### src/rtl/axil_pkg.sv
// Shared types for the AXI4-Lite fan-out: response codes, path state
// encodings and the address-region decode used by both paths.
package axil_pkg;

  localparam logic [1:0] RESP_OKAY   = 2'b00;
  localparam logic [1:0] RESP_SLVERR = 2'b10;
  localparam logic [1:0] RESP_DECERR = 2'b11;

  typedef enum logic [1:0] {W_IDLE, W_ISSUE, W_WAIT_B, W_RESP} wr_state_t;
  typedef enum logic [1:0] {R_IDLE, R_ISSUE, R_WAIT_R, R_RESP} rd_state_t;

  // Addresses arrive zero-extended to 64 bits so one function serves any ADDR_WIDTH.
  function automatic logic [63:0] region_index(input logic [63:0] addr, input int region_bits);
    return addr >> region_bits;
  endfunction

  function automatic logic region_mapped(input logic [63:0] addr, input int region_bits,
                                         input int num_slaves);
    return region_index(addr, region_bits) < 64'(num_slaves);
  endfunction

endpackage

### src/rtl/axil_fanout_watchdog.sv
// Stall counter for one fan-out path; expire flags the last allowed cycle
// of an outstanding downstream transaction. TIMEOUT_CYCLES = 0 never expires.
module axil_fanout_watchdog #(
  parameter int TIMEOUT_CYCLES = 64
) (
  input  logic clk,
  input  logic rst_n,
  input  logic clear,
  input  logic enable,
  output logic expire
);

  localparam int CNT_W = (TIMEOUT_CYCLES > 0) ? $clog2(TIMEOUT_CYCLES + 1) : 1;
  localparam logic [CNT_W-1:0] LIMIT = CNT_W'((TIMEOUT_CYCLES > 0) ? TIMEOUT_CYCLES - 1 : 0);

  logic [CNT_W-1:0] count;

  // Saturates at LIMIT so a handshake that beats the timeout leaves it armed.
  always_ff @(posedge clk or negedge rst_n) begin
    if (!rst_n) begin
      count <= '0;
    end else if (clear) begin
      count <= '0;
    end else if (enable && (count != LIMIT)) begin
      count <= count + 1'b1;
    end
  end

  assign expire = (TIMEOUT_CYCLES != 0) && enable && (count == LIMIT);

endmodule

### src/rtl/axil_bus_fanout.sv
// AXI4-Lite 1-to-N fan-out by power-of-two address regions. Independent read
// and write paths, one outstanding transaction each, DECERR/SLVERR generation.
module axil_bus_fanout #(
  parameter int DATA_WIDTH     = 32,
  parameter int ADDR_WIDTH     = 8,
  parameter int RESP_WIDTH     = 2,
  parameter int NUM_SLAVES     = 4,
  parameter int REGION_BITS    = 4,
  parameter int TIMEOUT_CYCLES = 64
) (
  input  logic                             axi_aclk,
  input  logic                             axi_aresetn,
  input  logic [ADDR_WIDTH-1:0]            s0_axi_awaddr,
  input  logic                             s0_axi_awvalid,
  output logic                             s0_axi_awready,
  input  logic [DATA_WIDTH-1:0]            s0_axi_wdata,
  input  logic [DATA_WIDTH/8-1:0]          s0_axi_wstrb,
  input  logic                             s0_axi_wvalid,
  output logic                             s0_axi_wready,
  output logic [RESP_WIDTH-1:0]            s0_axi_bresp,
  output logic                             s0_axi_bvalid,
  input  logic                             s0_axi_bready,
  input  logic [ADDR_WIDTH-1:0]            s0_axi_araddr,
  input  logic                             s0_axi_arvalid,
  output logic                             s0_axi_arready,
  output logic [DATA_WIDTH-1:0]            s0_axi_rdata,
  output logic [RESP_WIDTH-1:0]            s0_axi_rresp,
  output logic                             s0_axi_rvalid,
  input  logic                             s0_axi_rready,
  output logic [NUM_SLAVES*ADDR_WIDTH-1:0] m_axi_awaddr,
  output logic [NUM_SLAVES-1:0]            m_axi_awvalid,
  input  logic [NUM_SLAVES-1:0]            m_axi_awready,
  output logic [NUM_SLAVES*DATA_WIDTH-1:0] m_axi_wdata,
  output logic [NUM_SLAVES*DATA_WIDTH/8-1:0] m_axi_wstrb,
  output logic [NUM_SLAVES-1:0]            m_axi_wvalid,
  input  logic [NUM_SLAVES-1:0]            m_axi_wready,
  input  logic [NUM_SLAVES*RESP_WIDTH-1:0] m_axi_bresp,
  input  logic [NUM_SLAVES-1:0]            m_axi_bvalid,
  output logic [NUM_SLAVES-1:0]            m_axi_bready,
  output logic [NUM_SLAVES*ADDR_WIDTH-1:0] m_axi_araddr,
  output logic [NUM_SLAVES-1:0]            m_axi_arvalid,
  input  logic [NUM_SLAVES-1:0]            m_axi_arready,
  input  logic [NUM_SLAVES*DATA_WIDTH-1:0] m_axi_rdata,
  input  logic [NUM_SLAVES*RESP_WIDTH-1:0] m_axi_rresp,
  input  logic [NUM_SLAVES-1:0]            m_axi_rvalid,
  output logic [NUM_SLAVES-1:0]            m_axi_rready
);

  import axil_pkg::*;

  localparam int STRB_W = DATA_WIDTH / 8;
  localparam int IDX_W  = (NUM_SLAVES > 1) ? $clog2(NUM_SLAVES) : 1;

  wr_state_t             wr_state;
  logic                  aw_held, w_held, aw_take, w_take, aw_fire, w_fire, wr_expire;
  logic [ADDR_WIDTH-1:0] aw_addr_q, wr_addr_now;
  logic [DATA_WIDTH-1:0] w_data_q;
  logic [STRB_W-1:0]     w_strb_q;
  logic [IDX_W-1:0]      wr_idx, wr_idx_now;
  logic                  wr_mapped, wr_map_now;

  rd_state_t             rd_state;
  logic                  ar_take, rd_expire;
  logic [ADDR_WIDTH-1:0] ar_addr_q;
  logic [IDX_W-1:0]      rd_idx, rd_idx_now;
  logic                  rd_mapped, rd_map_now;

  // Payload registers are broadcast; only the selected port ever sees a valid.
  assign m_axi_awaddr = {NUM_SLAVES{aw_addr_q}};
  assign m_axi_wdata  = {NUM_SLAVES{w_data_q}};
  assign m_axi_wstrb  = {NUM_SLAVES{w_strb_q}};
  assign m_axi_araddr = {NUM_SLAVES{ar_addr_q}};

  assign aw_take = s0_axi_awready && s0_axi_awvalid;
  assign w_take  = s0_axi_wready && s0_axi_wvalid;
  assign ar_take = s0_axi_arready && s0_axi_arvalid;
  assign aw_fire = m_axi_awvalid[wr_idx] && m_axi_awready[wr_idx];
  assign w_fire  = m_axi_wvalid[wr_idx] && m_axi_wready[wr_idx];

  always_comb begin
    wr_addr_now = aw_take ? s0_axi_awaddr : aw_addr_q;
    wr_idx_now  = IDX_W'(region_index(64'(wr_addr_now), REGION_BITS));
    wr_map_now  = region_mapped(64'(wr_addr_now), REGION_BITS, NUM_SLAVES);
    rd_idx_now  = IDX_W'(region_index(64'(s0_axi_araddr), REGION_BITS));
    rd_map_now  = region_mapped(64'(s0_axi_araddr), REGION_BITS, NUM_SLAVES);
  end

  axil_fanout_watchdog #(.TIMEOUT_CYCLES(TIMEOUT_CYCLES)) u_wr_watchdog (
    .clk    (axi_aclk),
    .rst_n  (axi_aresetn),
    .clear  ((wr_state == W_IDLE) || (wr_state == W_RESP)),
    .enable (wr_mapped && ((wr_state == W_ISSUE) || (wr_state == W_WAIT_B))),
    .expire (wr_expire)
  );

  axil_fanout_watchdog #(.TIMEOUT_CYCLES(TIMEOUT_CYCLES)) u_rd_watchdog (
    .clk    (axi_aclk),
    .rst_n  (axi_aresetn),
    .clear  ((rd_state == R_IDLE) || (rd_state == R_RESP)),
    .enable (rd_mapped && ((rd_state == R_ISSUE) || (rd_state == R_WAIT_R))),
    .expire (rd_expire)
  );

  always_ff @(posedge axi_aclk or negedge axi_aresetn) begin
    if (!axi_aresetn) begin
      wr_state       <= W_IDLE;
      s0_axi_awready <= 1'b0;
      s0_axi_wready  <= 1'b0;
      s0_axi_bvalid  <= 1'b0;
      s0_axi_bresp   <= '0;
      aw_held        <= 1'b0;
      w_held         <= 1'b0;
      aw_addr_q      <= '0;
      w_data_q       <= '0;
      w_strb_q       <= '0;
      wr_idx         <= '0;
      wr_mapped      <= 1'b0;
      m_axi_awvalid  <= '0;
      m_axi_wvalid   <= '0;
      m_axi_bready   <= '0;
    end else begin
      case (wr_state)
        W_IDLE: begin
          if (aw_take) begin
            aw_addr_q <= s0_axi_awaddr;
            aw_held   <= 1'b1;
          end
          if (w_take) begin
            w_data_q <= s0_axi_wdata;
            w_strb_q <= s0_axi_wstrb;
            w_held   <= 1'b1;
          end
          if ((aw_held || aw_take) && (w_held || w_take)) begin
            s0_axi_awready <= 1'b0;
            s0_axi_wready  <= 1'b0;
            aw_held        <= 1'b0;
            w_held         <= 1'b0;
            wr_idx         <= wr_idx_now;
            wr_mapped      <= wr_map_now;
            if (wr_map_now) begin
              m_axi_awvalid[wr_idx_now] <= 1'b1;
              m_axi_wvalid[wr_idx_now]  <= 1'b1;
            end
            wr_state <= W_ISSUE;
          end else begin
            s0_axi_awready <= !(aw_held || aw_take);
            s0_axi_wready  <= !(w_held || w_take);
          end
        end
        W_ISSUE: begin
          if (!wr_mapped) begin
            s0_axi_bresp  <= RESP_WIDTH'(RESP_DECERR);
            s0_axi_bvalid <= 1'b1;
            wr_state      <= W_RESP;
          end else if (aw_fire || w_fire) begin
            if (aw_fire) m_axi_awvalid[wr_idx] <= 1'b0;
            if (w_fire)  m_axi_wvalid[wr_idx]  <= 1'b0;
            if ((aw_fire || !m_axi_awvalid[wr_idx]) && (w_fire || !m_axi_wvalid[wr_idx])) begin
              m_axi_bready[wr_idx] <= 1'b1;
              wr_state             <= W_WAIT_B;
            end
          end else if (wr_expire) begin
            m_axi_awvalid <= '0;
            m_axi_wvalid  <= '0;
            s0_axi_bresp  <= RESP_WIDTH'(RESP_SLVERR);
            s0_axi_bvalid <= 1'b1;
            wr_state      <= W_RESP;
          end
        end
        W_WAIT_B: begin
          if (m_axi_bvalid[wr_idx]) begin
            s0_axi_bresp  <= m_axi_bresp[wr_idx*RESP_WIDTH +: RESP_WIDTH];
            m_axi_bready  <= '0;
            s0_axi_bvalid <= 1'b1;
            wr_state      <= W_RESP;
          end else if (wr_expire) begin
            s0_axi_bresp  <= RESP_WIDTH'(RESP_SLVERR);
            m_axi_bready  <= '0;
            s0_axi_bvalid <= 1'b1;
            wr_state      <= W_RESP;
          end
        end
        W_RESP: begin
          if (s0_axi_bready) begin
            s0_axi_bvalid  <= 1'b0;
            s0_axi_awready <= 1'b1;
            s0_axi_wready  <= 1'b1;
            wr_state       <= W_IDLE;
          end
        end
        default: wr_state <= W_IDLE;
      endcase
    end
  end

  always_ff @(posedge axi_aclk or negedge axi_aresetn) begin
    if (!axi_aresetn) begin
      rd_state       <= R_IDLE;
      s0_axi_arready <= 1'b0;
      s0_axi_rvalid  <= 1'b0;
      s0_axi_rresp   <= '0;
      s0_axi_rdata   <= '0;
      ar_addr_q      <= '0;
      rd_idx         <= '0;
      rd_mapped      <= 1'b0;
      m_axi_arvalid  <= '0;
      m_axi_rready   <= '0;
    end else begin
      case (rd_state)
        R_IDLE: begin
          if (ar_take) begin
            s0_axi_arready <= 1'b0;
            ar_addr_q      <= s0_axi_araddr;
            rd_idx         <= rd_idx_now;
            rd_mapped      <= rd_map_now;
            if (rd_map_now) m_axi_arvalid[rd_idx_now] <= 1'b1;
            rd_state <= R_ISSUE;
          end else begin
            s0_axi_arready <= 1'b1;
          end
        end
        R_ISSUE: begin
          if (!rd_mapped) begin
            s0_axi_rdata  <= '0;
            s0_axi_rresp  <= RESP_WIDTH'(RESP_DECERR);
            s0_axi_rvalid <= 1'b1;
            rd_state      <= R_RESP;
          end else if (m_axi_arready[rd_idx]) begin
            m_axi_arvalid        <= '0;
            m_axi_rready[rd_idx] <= 1'b1;
            rd_state             <= R_WAIT_R;
          end else if (rd_expire) begin
            m_axi_arvalid <= '0;
            s0_axi_rdata  <= '0;
            s0_axi_rresp  <= RESP_WIDTH'(RESP_SLVERR);
            s0_axi_rvalid <= 1'b1;
            rd_state      <= R_RESP;
          end
        end
        R_WAIT_R: begin
          if (m_axi_rvalid[rd_idx]) begin
            s0_axi_rdata  <= m_axi_rdata[rd_idx*DATA_WIDTH +: DATA_WIDTH];
            s0_axi_rresp  <= m_axi_rresp[rd_idx*RESP_WIDTH +: RESP_WIDTH];
            m_axi_rready  <= '0;
            s0_axi_rvalid <= 1'b1;
            rd_state      <= R_RESP;
          end else if (rd_expire) begin
            m_axi_rready  <= '0;
            s0_axi_rdata  <= '0;
            s0_axi_rresp  <= RESP_WIDTH'(RESP_SLVERR);
            s0_axi_rvalid <= 1'b1;
            rd_state      <= R_RESP;
          end
        end
        R_RESP: begin
          if (s0_axi_rready) begin
            s0_axi_rvalid  <= 1'b0;
            s0_axi_arready <= 1'b1;
            rd_state       <= R_IDLE;
          end
        end
        default: rd_state <= R_IDLE;
      endcase
    end
  end

endmodule

### config.mk
export PLATFORM = sky130hd
export DESIGN_NAME = axil_bus_fanout
export DESIGN_NICKNAME = d
export VERILOG_FILES = /design/src/rtl/axil_pkg.sv /design/src/rtl/axil_fanout_watchdog.sv /design/src/rtl/axil_bus_fanout.sv
export SDC_FILE = /design/constraint.sdc
export NUM_CORES = 1
export LEC_CHECK = 0
export ABC_AREA = 1
export CORE_AREA = 5 5 187 189
export CTS_BUF_LIST = sky130_fd_sc_hd__clkbuf_4
export CTS_CLUSTER_SIZE = 10
export DETAILED_ROUTE_END_ITERATION = 7
export DIE_AREA = 0 0 192 194
export PLACE_DENSITY_LB_ADDON = 0.12
export SYNTH_ARGS = -nofsm -noshare
export SYNTH_HDL_FRONTEND = slang
export SYNTH_SLANG_ARGS = --single-unit
### constraint.sdc
create_clock -name axi_aclk -period 4 [get_ports axi_aclk]
set_input_delay 0.8 -clock axi_aclk [delete_from_list [all_inputs] [get_ports axi_aclk]]
set_output_delay 0.8 -clock axi_aclk [all_outputs]
set_load 0.02 [all_outputs]
Word-level counts from Yosys, hierarchy flattened

Index checks and enable logic that the tools add are counted.

Shift operators: 3
Bitwise logic cells: 8
Add/subtract/negate cells: 2
Multiplexer cells: 109
Reductions and logical operators: 63
$lt $le $gt $ge: 10
Equal/unequal tests: 30

Operator list:

| kind                  | number |
|---|---|
| $mux W32              | 4 |
| $shiftx A128 B8 Y32   | 1 |
| $mux W4               | 23 |
| $pmux W32 S2          | 1 |
| $mux W2               | 21 |
| $pmux W4 S2           | 5 |
| $mux W1               | 30 |
| $mux W7               | 4 |
| $reduce_and A2 Y1     | 11 |
| $or A4 B4 Y4          | 5 |
| $reduce_bool A2 Y1    | 10 |
| $logic_and A1 B1 Y1   | 17 |
| $pmux W2 S4           | 2 |
| $shiftx A8 B4 Y2      | 2 |
| $add A7 B1 Y7 const B | 2 |
| $bmux W1 S2           | 7 |
| $eq A7 B6 Y1 const B  | 2 |
| $ne A2 B2 Y1 const B  | 7 |
| $ne A7 B6 Y1 const B  | 2 |
| $lt A2 B3 Y1 const B  | 4 |
| $ne A3 B3 Y1 const B  | 4 |
| $reduce_and A6 Y1     | 2 |
| $reduce_and A5 Y1     | 2 |
| $logic_or A1 B1 Y1    | 9 |
| other kinds (20)      | 48 |

Register bits after elaboration: 139
Output and inout bits: 269
Bits of input ports: 223

Depth between registers and ports, before layout

Gate-level depths: netlist of the first run.

Depth in word-level cells: 10
Mapped depth: 13
Gate-level depth less buffers: 12

Cells and area by module

From an unflattened synthesis of the first run, not the netlist that was laid out.

Cell total of the unflattened synthesis: 1307
Area total of the unflattened synthesis: 9029.9 um^2

Modules (own cells, without submodules):

| module               | area an instance (um^2) | instances | cells an instance | seq. area each (um^2) |
|---|---|---|---|---|
| axil_bus_fanout      | 8221.6                  | 1         | 1201              | 3078.0 |
| axil_fanout_watchdog | 404.1                   | 2         | 53                | 175.2 |

Worst setup path before layout of the first run

OpenSTA, ideal clock, no wires.

Path kind: input-to-reg
From: input s0_axi_awvalid
To: register m_axi_wvalid[0]
Path buffers: 0
Stages: 11
Arrival time: 1.782 ns
Setup time: 0.117 ns
Slack: 2.100 ns
Cell sequence: nand2_2 -> nand2_1 -> nand2_1 -> inv_1 -> nand2_2 -> o21ai_0 -> nand3_1 -> a21oi_2 -> nand2_1 -> nand2_1 -> nand2_1

Cells in the longest elaborated chain, start to end: 10

Ends and longest elaborated chain:

| item                                                                      | RTL line               | source |
|---|---|---|
| start: declaration                                                        | axil_bus_fanout.sv:14  | `input logic s0_axi_awvalid,` |
| $logic_and A1 B1 Y1 (*)                                                   | axil_bus_fanout.sv:74  | `assign aw_take = s0_axi_awready && s0_axi_awvalid;` |
| $mux W8                                                                   | n/a                    |  |
| $lt A2 B3 Y1 (implied by the code) / $ge A2 B1 Y1 (equally long branches) | axil_bus_fanout.sv:142 | `m_axi_wvalid[wr_idx_now] <= 1'b1;` |
| $logic_and A1 B1 Y1 (implied by the code)                                 | axil_bus_fanout.sv:142 |  |
| $mux W1 (implied by the code)                                             | axil_bus_fanout.sv:142 |  |
| $demux W1 S2                                                              | axil_bus_fanout.sv:142 |  |
| $or A4 B4 Y4 (no source line)                                             | n/a                    |  |
| $mux W4                                                                   | axil_bus_fanout.sv:140 | `if (wr_map_now) begin` |
| $mux W4                                                                   | axil_bus_fanout.sv:133 | `if ((aw_held \|\| aw_take) && (w_held \|\| w_take)) begin` |
| $pmux W4 S2                                                               | axil_bus_fanout.sv:122 | `case (wr_state)` |
| end signal: assignment                                                    | axil_bus_fanout.sv:119 | `m_axi_wvalid <= '0;` |
| end signal: indexed assignment                                            | axil_bus_fanout.sv:142 |  |
| end signal: indexed assignment                                            | axil_bus_fanout.sv:157 | `if (w_fire) m_axi_wvalid[wr_idx] <= 1'b0;` |
| end: declaration                                                          | axil_bus_fanout.sv:35  | `output logic [NUM_SLAVES-1:0] m_axi_wvalid,` |

Every way passes the cells marked *; elsewhere a longest branch is shown, timed or not. The select of a mux whose other input is x is not followed.
A chain may end at the register's enable or synchronous reset.

Final worst setup path of the first run

From: register ar_addr_q[5]
To: output m_axi_araddr[13]

RTL lines:

| item                     | RTL line               | source |
|---|---|---|
| start: declaration       | axil_bus_fanout.sv:64  | `logic [ADDR_WIDTH-1:0] ar_addr_q;` |
| start signal: assignment | axil_bus_fanout.sv:213 | `ar_addr_q <= s0_axi_araddr;` |
| end: declaration         | axil_bus_fanout.sv:40  | `output logic [NUM_SLAVES*ADDR_WIDTH-1:0] m_axi_araddr,` |

No word-level cell between the ends.

==> impl_metrics.py, run 1 <==
metrics = {
    "clock_network": {
        "cts-root-buf": "clkbuf_4",
        "clock_latency_ns": 0.56,
        "tritoncts.num_buffers": 17,
        "cts_tree": "built",
        "clkSinkCount": 137,
        "post-cts-setup-buffers": 0,
        "clock_path_buffers": 2,
        "clkTransAtPathRegs_ns": 0.14,
        "cts.htree.levels": 4,
        "cts_hold_buffers": 0,
        "cts_resized": 0,
    },
    "timing": {
        "finalMaxSlewViolations": 0,
        "tightestPinTransition_ns": 0.9778,
        "report.final.hold_viol_count": 0,
        "clock.fmax_mhz": 349.1,
        "setup_viol": 0,
        "min_period_over_period": 0.7162,
        "rsz0062_at_grt": "no",
        "min_period_ns": 2.865,
        "fin_skew_ns": 0.02415,
        "setup_tns_ns": 0,
        "relSlewSlack": 0.3441,
    },
    "route": {
        "drt_iter0_markers": 315,
        "routedWlPerCell_um": 16.97,
        "num_vias": 8812,
        "avgViaCountPerCell": 4.419,
        "first_pass_iters": 5,
        "ant_nets": 0,
        "route.detailed.drc": 0,
        "drt_wl_total_um": 33850,
    },
    "critical_path": {
        "cp_max_fo": 40,
        "critPathCaptureType": "output port",
        "required_ns": 3.20,
        "cp_cell_sequence": "buf_4 -> clkdlybuf4s50_1",
        "crit_slowest_cell": "clkdlybuf4s50_1",
        "cpPeakStageDelay_ns": 0.70,
        "start_kind": "register",
        "cp.arrival_ns": 2.06,
        "path_class": "reg -> out",
    },
    "yosys": {
        "syn_area_um2": 9069,
        "syn_avg_cell_area_um2": 7.507,
        "yosysUniqueCellTypes": 39,
        "syn_inst": 1208,
        "synth_nets": 1442,
        "synth.area.top_cells": "dfrtp_1 (38%), nand2_1 (16%), buf_4 (13%)",
        "yosys_warnings": 0,
        "synth.largest_area_cell": "dfrtp_1",
        "yosysSeqAreaShare": 0.3780,
        "ys_ff_latch": 137,
        "synth_top_area_frac": 0.3780,
    },
    "global_route": {
        "grt_max_degree": 60,
        "overflow": 0,
        "antenna_found_initial": 1,
        "grt_pass1_wl_um": 52070,
        "grt_usage": 0.1770,
        "grt_pass1_vias": 8936,
    },
    "placed_design": {
        "portBuffers": 491,
        "place_congestion": 0.8349,
        "hpwl_um": 26740,
        "dpl.cell_count": 1961,
    },
    "run": {
        "drv_cap": 0,
    },
    "cells_and_area": {
        "final_common_cell": "clkdlybuf4s50_1",
        "syn_to_final_growth_pct": 49.52,
        "layout.nets": 1766,
        "fillers": 3408,
        "instances_no_fill": 1994,
        "drive_gt1_frac": 0.07961,
        "final_cell_mix": "clkdlybuf4s50_1 (490), nand2_1 (381), nand3_1 (139), dfrtp_1 (137), inv_1 (72)",
    },
    "power_and_ir_drop": {
        "ir_drop_mv": 0.4678,
        "power_leakage_nw": 6.139,
        "p_per_area_nw_per_um2": 837.6,
    },
    "floorplan": {
        "core_area_um2": 33110,
        "fp.dieArea_um2": 37250,
        "rows": 67,
        "die_w_um": 192,
        "pin_count": 492,
        "die_h_um": 194,
        "initial_utilization": 0.2739,
    },
    "status": {
        "status": "completed",
    },
    "worst_hold_path": {
        "hold_class": "in -> async",
    },
}
==> critical path, delay by kind of cell, from the launching register on <==
| family | cells | cell delay [ns] |
|---|---|---|
| buffers and inverters | 2 | 1.10 |
| flip-flops | 1 | 0.39 |
==> cell usage after synthesis, drive strengths merged <==
master    n
o22ai     8
nand3   172
dfrtp   137
o21ai    45
a32o      1
nand2   398
a21oi    20
a211oi    1
nand3b    4
inv      84
clkbuf   22
buf     178
a22oi    36
nor2     52
ha       11
or2       6
o21bai    1
xnor2     2
nand4    12
clkinv    5
nor3      4
a21o      1
a21boi    1
a22o      1
xor2      6
==> cells by family after synthesis <==
kind of cell,share of synthesized area
AND/OR/NAND/NOR,0.3275
buffers and inverters,0.1929
flip-flops,0.3780
AO/OA/AOI/OAI,0.07864
adder cells (fa/ha/maj),0.01518
XOR/XNOR,0.007727
==> through the flow <==
stage                     instance area [µm²]  power (mW)  utilization  hold WS, ns  setup slack [ns]
final                                   13560       11.36       0.4095       0.1724             1.135
after CTS                               13560       11.58       0.4094       0.1525             1.042
after detailed placement                13260       10.54       0.4005       0.4813             1.167
after global routing                    13560       12.24       0.4095       0.1769            0.9483
after global placement                  13260       10.51       0.4005       0.4813             1.177
after floorplan                          9069       7.777            -       0.4624             2.100
==> state kept, by name, summed over array words and instances (netlist names), 4 cells and up <==
signal	cells
m_axi_arvalid	4
m_axi_wvalid	4
m_axi_bready	4
u_wr_watchdog.count	7
w_strb_q	4
m_axi_rready	4
s0_axi_rdata	32
w_data_q	32
aw_addr_q	8
ar_addr_q	8
u_rd_watchdog.count	7
m_axi_awvalid	4
==> report_power, final <==
group / leakage, nW / total, mW / switching [mW] / internal, mW
Combinational: 4.23 / 7.72 / 4.50 / 3.21
Clock: 0.146 / 0.978 / 0.595 / 0.383
Sequential: 1.77 / 2.66 / 0.697 / 1.96
Total: 6.14 / 11.4 / 5.80 / 5.56
==> per-layer routing <==
metal / track usage / vias to the layer above / part of all wire
li1: - / 4398 / -
met1: 0.2101 / 4086 / 0.41
met2: 0.3136 / 313 / 0.50
met3: 0.05708 / 15 / 0.082
met4: 0.03460 / 0 / 0.0087
met5: 0 / - / 0
==> layout make-up <==
type,instances,area (µm²),share of cell area
Antenna cell,1,2.502,0.0001846
Timing Repair Buffer,505,5046,0.3721
Clock buffer,17,127.6,0.009412
Multi-Input combinational cell,782,3894,0.2872
Clock inverter,15,166.4,0.01227
Tap cell,448,560.5,0.04134
Inverter,89,334.1,0.02464
Sequential cell,137,3428,0.2528
==> path summary, 6_finish.rpt <==
kind	slack [ns]	startpoint	end	depth (start not counted)
worst max-delay path	1.14	ar_addr_q[5]	m_axi_araddr[13]	2
worst min register to register	0.51	u_wr_watchdog.count[6]	u_wr_watchdog.count[6]	2
worst min-delay path	0.17	axi_aresetn	m_axi_bready[3]	1
max in group asynchronous	2.92	axi_aresetn	m_axi_awvalid[0]	2
worst max register to register	1.40	ar_addr_q[4]	s0_axi_rdata[12]	7
min in group axi_aclk	0.51	u_wr_watchdog.count[6]	u_wr_watchdog.count[6]	2
Note: power is estimated with default switching activity, not from simulation.
==> inputs of run 2 (changes only) <==
--- a/config.mk
+++ b/config.mk
@@ -6,11 +6,11 @@
 export NUM_CORES = 1
 export LEC_CHECK = 0
 export ABC_AREA = 1
-export CORE_AREA = 5 5 187 189
+export CORE_AREA = 5 5 189 191
 export CTS_BUF_LIST = sky130_fd_sc_hd__clkbuf_4
 export CTS_CLUSTER_SIZE = 10
 export DETAILED_ROUTE_END_ITERATION = 7
-export DIE_AREA = 0 0 192 194
+export DIE_AREA = 0 0 194 196
 export PLACE_DENSITY_LB_ADDON = 0.12
 export SYNTH_ARGS = -nofsm -noshare
 export SYNTH_HDL_FRONTEND = slang
==> constraint.sdc (replaced) <==
create_clock -name axi_aclk -period 2.7 [get_ports axi_aclk]
set_input_delay 0.54 -clock axi_aclk [delete_from_list [all_inputs] [get_ports axi_aclk]]
set_output_delay 0.54 -clock axi_aclk [all_outputs]
set_load 0.02 [all_outputs]
==> run 2 against run 1 <==
  * Critical path depth fell by 1
  * Sequential power rose by 50%
  * Worst hold slack improved by 0.30 ns
  * Largest cell class unchanged
==> impl_metrics.py, run 2 (same netlist as run 1, synthesis figures left out) <==
metrics = {
    "status": {
        "status": "completed",
    },
    "floorplan": {
        "core_area_um2": 33950,
        "die_h_um": 196,
        "fp.dieArea_um2": 38020,
        "pin_count": 492,
        "die_w_um": 194,
        "initial_utilization": 0.2671,
        "rows": 68,
    },
    "timing": {
        "min_period_ns": 2.433,
        "clock.fmax_mhz": 411.0,
        "hold_slack_ns": 0.4699,
        "rsz0062_at_grt": "no",
        "tightestPinTransition_ns": 0.6233,
        "setup_tns_ns": 0,
        "report.final.hold_viol_count": 0,
        "postLayoutSetupSlackWorst_ns": 0.2667,
        "fin_skew_ns": 0.03573,
        "min_period_over_period": 0.9012,
        "finalMaxSlewViolations": 0,
        "setup_viol": 0,
        "relSlewSlack": 0.5800,
    },
    "route": {
        "first_pass_iters": 4,
        "drt_iter0_markers": 329,
        "routedWlPerCell_um": 16.64,
        "num_vias": 8870,
        "ant_nets": 0,
        "drt_wl_total_um": 33410,
        "avgViaCountPerCell": 4.417,
        "route.detailed.drc": 0,
    },
    "placed_design": {
        "hpwl_um": 26720,
        "pre_cts_ws_ns": 0.3163,
        "dpl.cell_count": 1974,
        "placed_cell_area_um2": 13340,
        "place_congestion": 0.8400,
        "portBuffers": 491,
    },
    "clock_network": {
        "tritoncts.num_buffers": 17,
        "clock_path_buffers": 2,
        "clkTransAtPathRegs_ns": 0.15,
        "post-cts-setup-buffers": 0,
        "cts.htree.levels": 4,
        "clkSinkCount": 137,
        "cts_tree": "built",
        "clock_latency_ns": 0.57,
        "cts-root-buf": "clkbuf_4",
    },
    "cells_and_area": {
        "instances_no_fill": 2008,
        "syn_to_final_growth_pct": 49.86,
        "drive_gt1_frac": 0.08376,
        "postLayoutCellArea_um2": 13590,
        "final_util": 0.4003,
        "final_cell_mix": "clkdlybuf4s50_1 (490), nand2_1 (381), nand3_1 (139), dfrtp_1 (136), inv_1 (72)",
        "fillers": 3449,
        "reg.largest.list": "s0_axi_rdata (32), w_data_q (32)",
        "final_common_cell": "clkdlybuf4s50_1",
        "layout.nets": 1773,
    },
    "global_route": {
        "antenna_found_initial": 1,
        "overflow": 0,
        "grt_pass1_wl_um": 51950,
        "grt_pass1_vias": 9127,
        "grt_usage": 0.1700,
        "grt_max_degree": 50,
    },
    "critical_path": {
        "path_class": "reg -> out",
        "cp_max_fo": 5,
        "critPathCaptureType": "output port",
        "cpPeakStageDelay_ns": 0.72,
        "crit_slowest_cell": "clkdlybuf4s50_1",
        "cp.arrival_ns": 1.89,
        "cp_num_buf_inv": 1,
        "start_kind": "register",
        "required_ns": 2.16,
        "cp_cell_sequence": "clkdlybuf4s50_1",
        "cp_top_family": "buffers and inverters",
    },
    "power_and_ir_drop": {
        "total_power_mw": 16.75,
        "power_leakage_nw": 6.142,
        "p_per_area_nw_per_um2": 1233,
        "ir_drop_mv": 0.6852,
    },
    "worst_hold_path": {
        "hold_class": "in -> async",
    },
    "run": {
        "drv_cap": 0,
    },
}
==> run 2: cell types whose count changed in the layout (fill, tap and decap cells not counted), sizes merged <==
cell and change:
buf +6, clkinvlp +4, inv -3, bufinv -2, clkbuf +1, dlygate4sd3 +1
==> run 2: report_power, final <==
group | internal [mW] | switching, mW
sequential | 2.92 | 1.09
combinational | 4.89 | 6.64
clock | 0.372 | 0.854
total | 8.17 | 8.58
==> run 2: final timing paths <==
| path | startpoint | endpoint | slack [ns] | depth (start not counted) |
|---|---|---|---|---|
| setup / recovery | aw_addr_q[0] | m_axi_awaddr[0] | 0.27 | 1 |
| hold / removal | axi_aresetn | s0_axi_bresp[0] | 0.47 | 2 |
| setup reg to reg | wr_idx[0] | m_axi_wvalid[2] | 0.55 | 11 |
| hold reg to reg | u_wr_watchdog.count[6] | u_wr_watchdog.count[6] | 0.51 | 2 |
| max in group asynchronous | axi_aresetn | w_data_q[10] | 1.55 | 3 |
| min in group axi_aclk | s0_axi_araddr[0] | ar_addr_q[0] | 0.49 | 3 |
==> run 2: area by class of cell <==
| class | count | area [µm²] | share of cell area |
|---|---|---|---|
| repair buffers | 512 | 5126 | 0.3772 |
| diodes | 1 | 2.502 | 0.0001841 |
| clock buffers | 18 | 135.1 | 0.009943 |
| clock inverters | 14 | 100.1 | 0.007365 |
| multi-input cells | 782 | 3894 | 0.2865 |
| well taps | 455 | 569.3 | 0.04189 |
| inverters | 89 | 334.1 | 0.02458 |
| flip-flops and latches | 137 | 3430 | 0.2523 |
==> run 2: repair_timing <==
action                     4_1_cts  5_1_grt
hold buffers                     1        0
setup endpoints to repair        0        4
hold endpoints to repair        47        0
gates resized for setup          0        1
==> run 2: per-layer routing <==
layer	up-vias	share of wire	track usage
met5	-	0	0
met4	0	0.012	0.03490
met3	19	0.069	0.05118
met2	337	0.50	0.2993
met1	4108	0.42	0.2070
li1	4406	-	-
==> inputs of run 3 (changes only) <==
--- a/config.mk
+++ b/config.mk
@@ -6,11 +6,11 @@
 export NUM_CORES = 1
 export LEC_CHECK = 0
 export ABC_AREA = 1
-export CORE_AREA = 5 5 189 191
+export CORE_AREA = 5 5 187 189
 export CTS_BUF_LIST = sky130_fd_sc_hd__clkbuf_4
 export CTS_CLUSTER_SIZE = 10
 export DETAILED_ROUTE_END_ITERATION = 7
-export DIE_AREA = 0 0 194 196
+export DIE_AREA = 0 0 192 194
 export PLACE_DENSITY_LB_ADDON = 0.12
 export SYNTH_ARGS = -nofsm -noshare
 export SYNTH_HDL_FRONTEND = slang
==> constraint.sdc (replaced) <==
create_clock -name axi_aclk -period 2.9 [get_ports axi_aclk]
set_input_delay 0.58 -clock axi_aclk [delete_from_list [all_inputs] [get_ports axi_aclk]]
set_output_delay 0.58 -clock axi_aclk [all_outputs]
set_load 0.02 [all_outputs]
==> run 3 against run 2 <==
  * Total power shrank 6.5%
  * Combinational power shrank 8%
  * Non-clock buffer count shrank 3
  * Register-to-register slack gained 0.13 ns
  * Design area is essentially flat
  * First-iteration DRC count grew 42%
  * Sequential cell count is the same
  * Clock skew shrank 0.0047 ns
  * Clock power grew 7%
  * Largest power group unchanged
  * Highest routed layer unchanged
==> impl_metrics.py, run 3 (same netlist as run 1, synthesis figures left out) <==
metrics = {
    "clock_network": {
        "post-cts-setup-buffers": 0,
        "clock_path_buffers": 2,
        "tritoncts.num_buffers": 17,
        "clkSinkCount": 137,
        "cts_tree": "built",
        "clock_latency_ns": 0.56,
        "cts-root-buf": "clkbuf_4",
        "clkTransAtPathRegs_ns": 0.17,
        "cts.htree.levels": 4,
    },
    "route": {
        "ant_nets": 0,
        "route.detailed.drc": 0,
        "first_pass_iters": 4,
        "num_vias": 8777,
        "routedWlPerCell_um": 16.86,
        "drt_wl_total_um": 33680,
        "avgViaCountPerCell": 4.393,
        "drt_iter0_markers": 466,
    },
    "critical_path": {
        "cp.arrival_ns": 1.86,
        "cp_cell_sequence": "clkdlybuf4s50_1",
        "critPathCaptureType": "output port",
        "reg2regPathDepth": 10,
        "cp_num_buf_inv": 1,
        "cp_top_family": "buffers and inverters",
        "cpPeakStageDelay_ns": 0.69,
        "reg2reg_slack_ns": 0.68,
        "start_kind": "register",
        "required_ns": 2.32,
        "rr_endpoint": "s0_axi_rdata[5]",
        "path_class": "reg -> out",
        "worstReg2RegStart": "rd_state[0]",
        "crit_slowest_cell": "clkdlybuf4s50_1",
        "cp_max_fo": 11,
    },
    "cells_and_area": {
        "layout.nets": 1770,
        "syn_to_final_growth_pct": 49.82,
        "instances_no_fill": 1998,
        "reg.largest.list": "s0_axi_rdata (32), w_data_q (32)",
        "final_common_cell": "clkdlybuf4s50_1",
        "final_cell_mix": "clkdlybuf4s50_1 (490), nand2_1 (381), nand3_1 (139), dfrtp_1 (137), inv_1 (72)",
        "final_util": 0.4103,
        "postLayoutCellArea_um2": 13590,
        "drive_gt1_frac": 0.08134,
    },
    "timing": {
        "setup_viol": 0,
        "relSlewSlack": 0.5379,
        "clock.fmax_mhz": 410.1,
        "postLayoutSetupSlackWorst_ns": 0.4613,
        "rsz0062_at_grt": "no",
        "report.final.hold_viol_count": 0,
        "fin_skew_ns": 0.03104,
        "tightestPinTransition_ns": 0.6906,
        "finalMaxSlewViolations": 0,
        "hold_slack_ns": 0.5186,
        "setup_tns_ns": 0,
        "min_period_ns": 2.439,
        "min_period_over_period": 0.8409,
    },
    "placed_design": {
        "hpwl_um": 26620,
        "portBuffers": 491,
        "dpl.cell_count": 1964,
        "pre_cts_ws_ns": 0.4364,
        "place_congestion": 0.8074,
        "placed_cell_area_um2": 13300,
    },
    "global_route": {
        "met2_usage": 0.3066,
        "overflow": 0,
        "top_usage_layer": "met2",
        "met3_usage": 0.05366,
        "grt_max_degree": 60,
        "grt_pass1_vias": 9097,
        "grt_use_met1": 0.2121,
        "antenna_found_initial": 1,
        "grt_pass1_wl_um": 52220,
        "grt_usage": 0.1766,
    },
    "worst_hold_path": {
        "holdPathEnd": "s0_axi_rdata[6]",
        "hp-start": "s0_axi_rdata[6]",
        "hold_class": "reg -> reg",
        "whs_path_depth": 2,
    },
    "floorplan": {
        "rows": 67,
        "die_h_um": 194,
        "initial_utilization": 0.2739,
        "fp.dieArea_um2": 37250,
        "die_w_um": 192,
        "core_area_um2": 33110,
        "pin_count": 492,
    },
    "power_and_ir_drop": {
        "ir_drop_mv": 0.5381,
        "p_per_area_nw_per_um2": 1152,
        "total_power_mw": 15.65,
        "power_leakage_nw": 6.172,
    },
    "status": {
        "status": "completed",
    },
    "run": {
        "drv_cap": 0,
    },
}
[run 3: cell types whose count changed in the layout (fill, tap and decap cells not counted)]
cell        delta
buf_4          -2
dfrtp_2        -1
clkinv_8       +1
inv_6          +3
clkinvlp_4     -8
dfrtp_1        +1
clkinv_2       -2
buf_12         -1
inv_8          +6
clkinv_4       +1
clkbuf_4       -1
[run 3: report_power, final]
| part | internal, mW | switching, mW |
|---|---|---|
| Clock | 0.397 | 0.916 |
| Combinational | 4.46 | 6.17 |
| Sequential | 2.71 | 1.00 |
[run 3: timing repair]
action,4_1_cts,5_1_grt
endpoints found under the hold margin,48,0
hold buffers,1,0
gates resized for setup,0,0
endpoints found under the setup margin,0,0
[run 3: layout make-up]
type | instances | area (µm²)
diodes | 1 | 2.502
clock buffers | 17 | 127.6
clock inverters | 15 | 148.9
fillers | 3456 | 19530
inverters | 89 | 334.1
multi-input cells | 782 | 3894
flip-flops and latches | 137 | 3428
well taps | 448 | 560.5
repair buffers | 509 | 5091
[run 3: worst max-delay path by stage]
| stage | from | to | slack, ns | depth (start not counted) |
|---|---|---|---|---|
| floorplan | wr_state[0] | m_axi_wvalid[0] | 1.15 | 12 |
| global placement | s0_axi_awvalid | m_axi_wvalid[2] | 0.49 | 12 |
| detailed placement | s0_axi_awvalid | m_axi_wvalid[2] | 0.44 | 12 |
| CTS | ar_addr_q[5] | m_axi_araddr[21] | 0.37 | 1 |
| global route | ar_addr_q[5] | m_axi_araddr[5] | 0.30 | 1 |
| finish | ar_addr_q[5] | m_axi_araddr[21] | 0.46 | 1 |
[run 3: routing by layer]
metal | vias up | routed length, µm
li1 | 4406 | -
met1 | 4038 | 13990
met2 | 306 | 16430
met3 | 27 | 2581
met4 | 0 | 669
met5 | - | 0
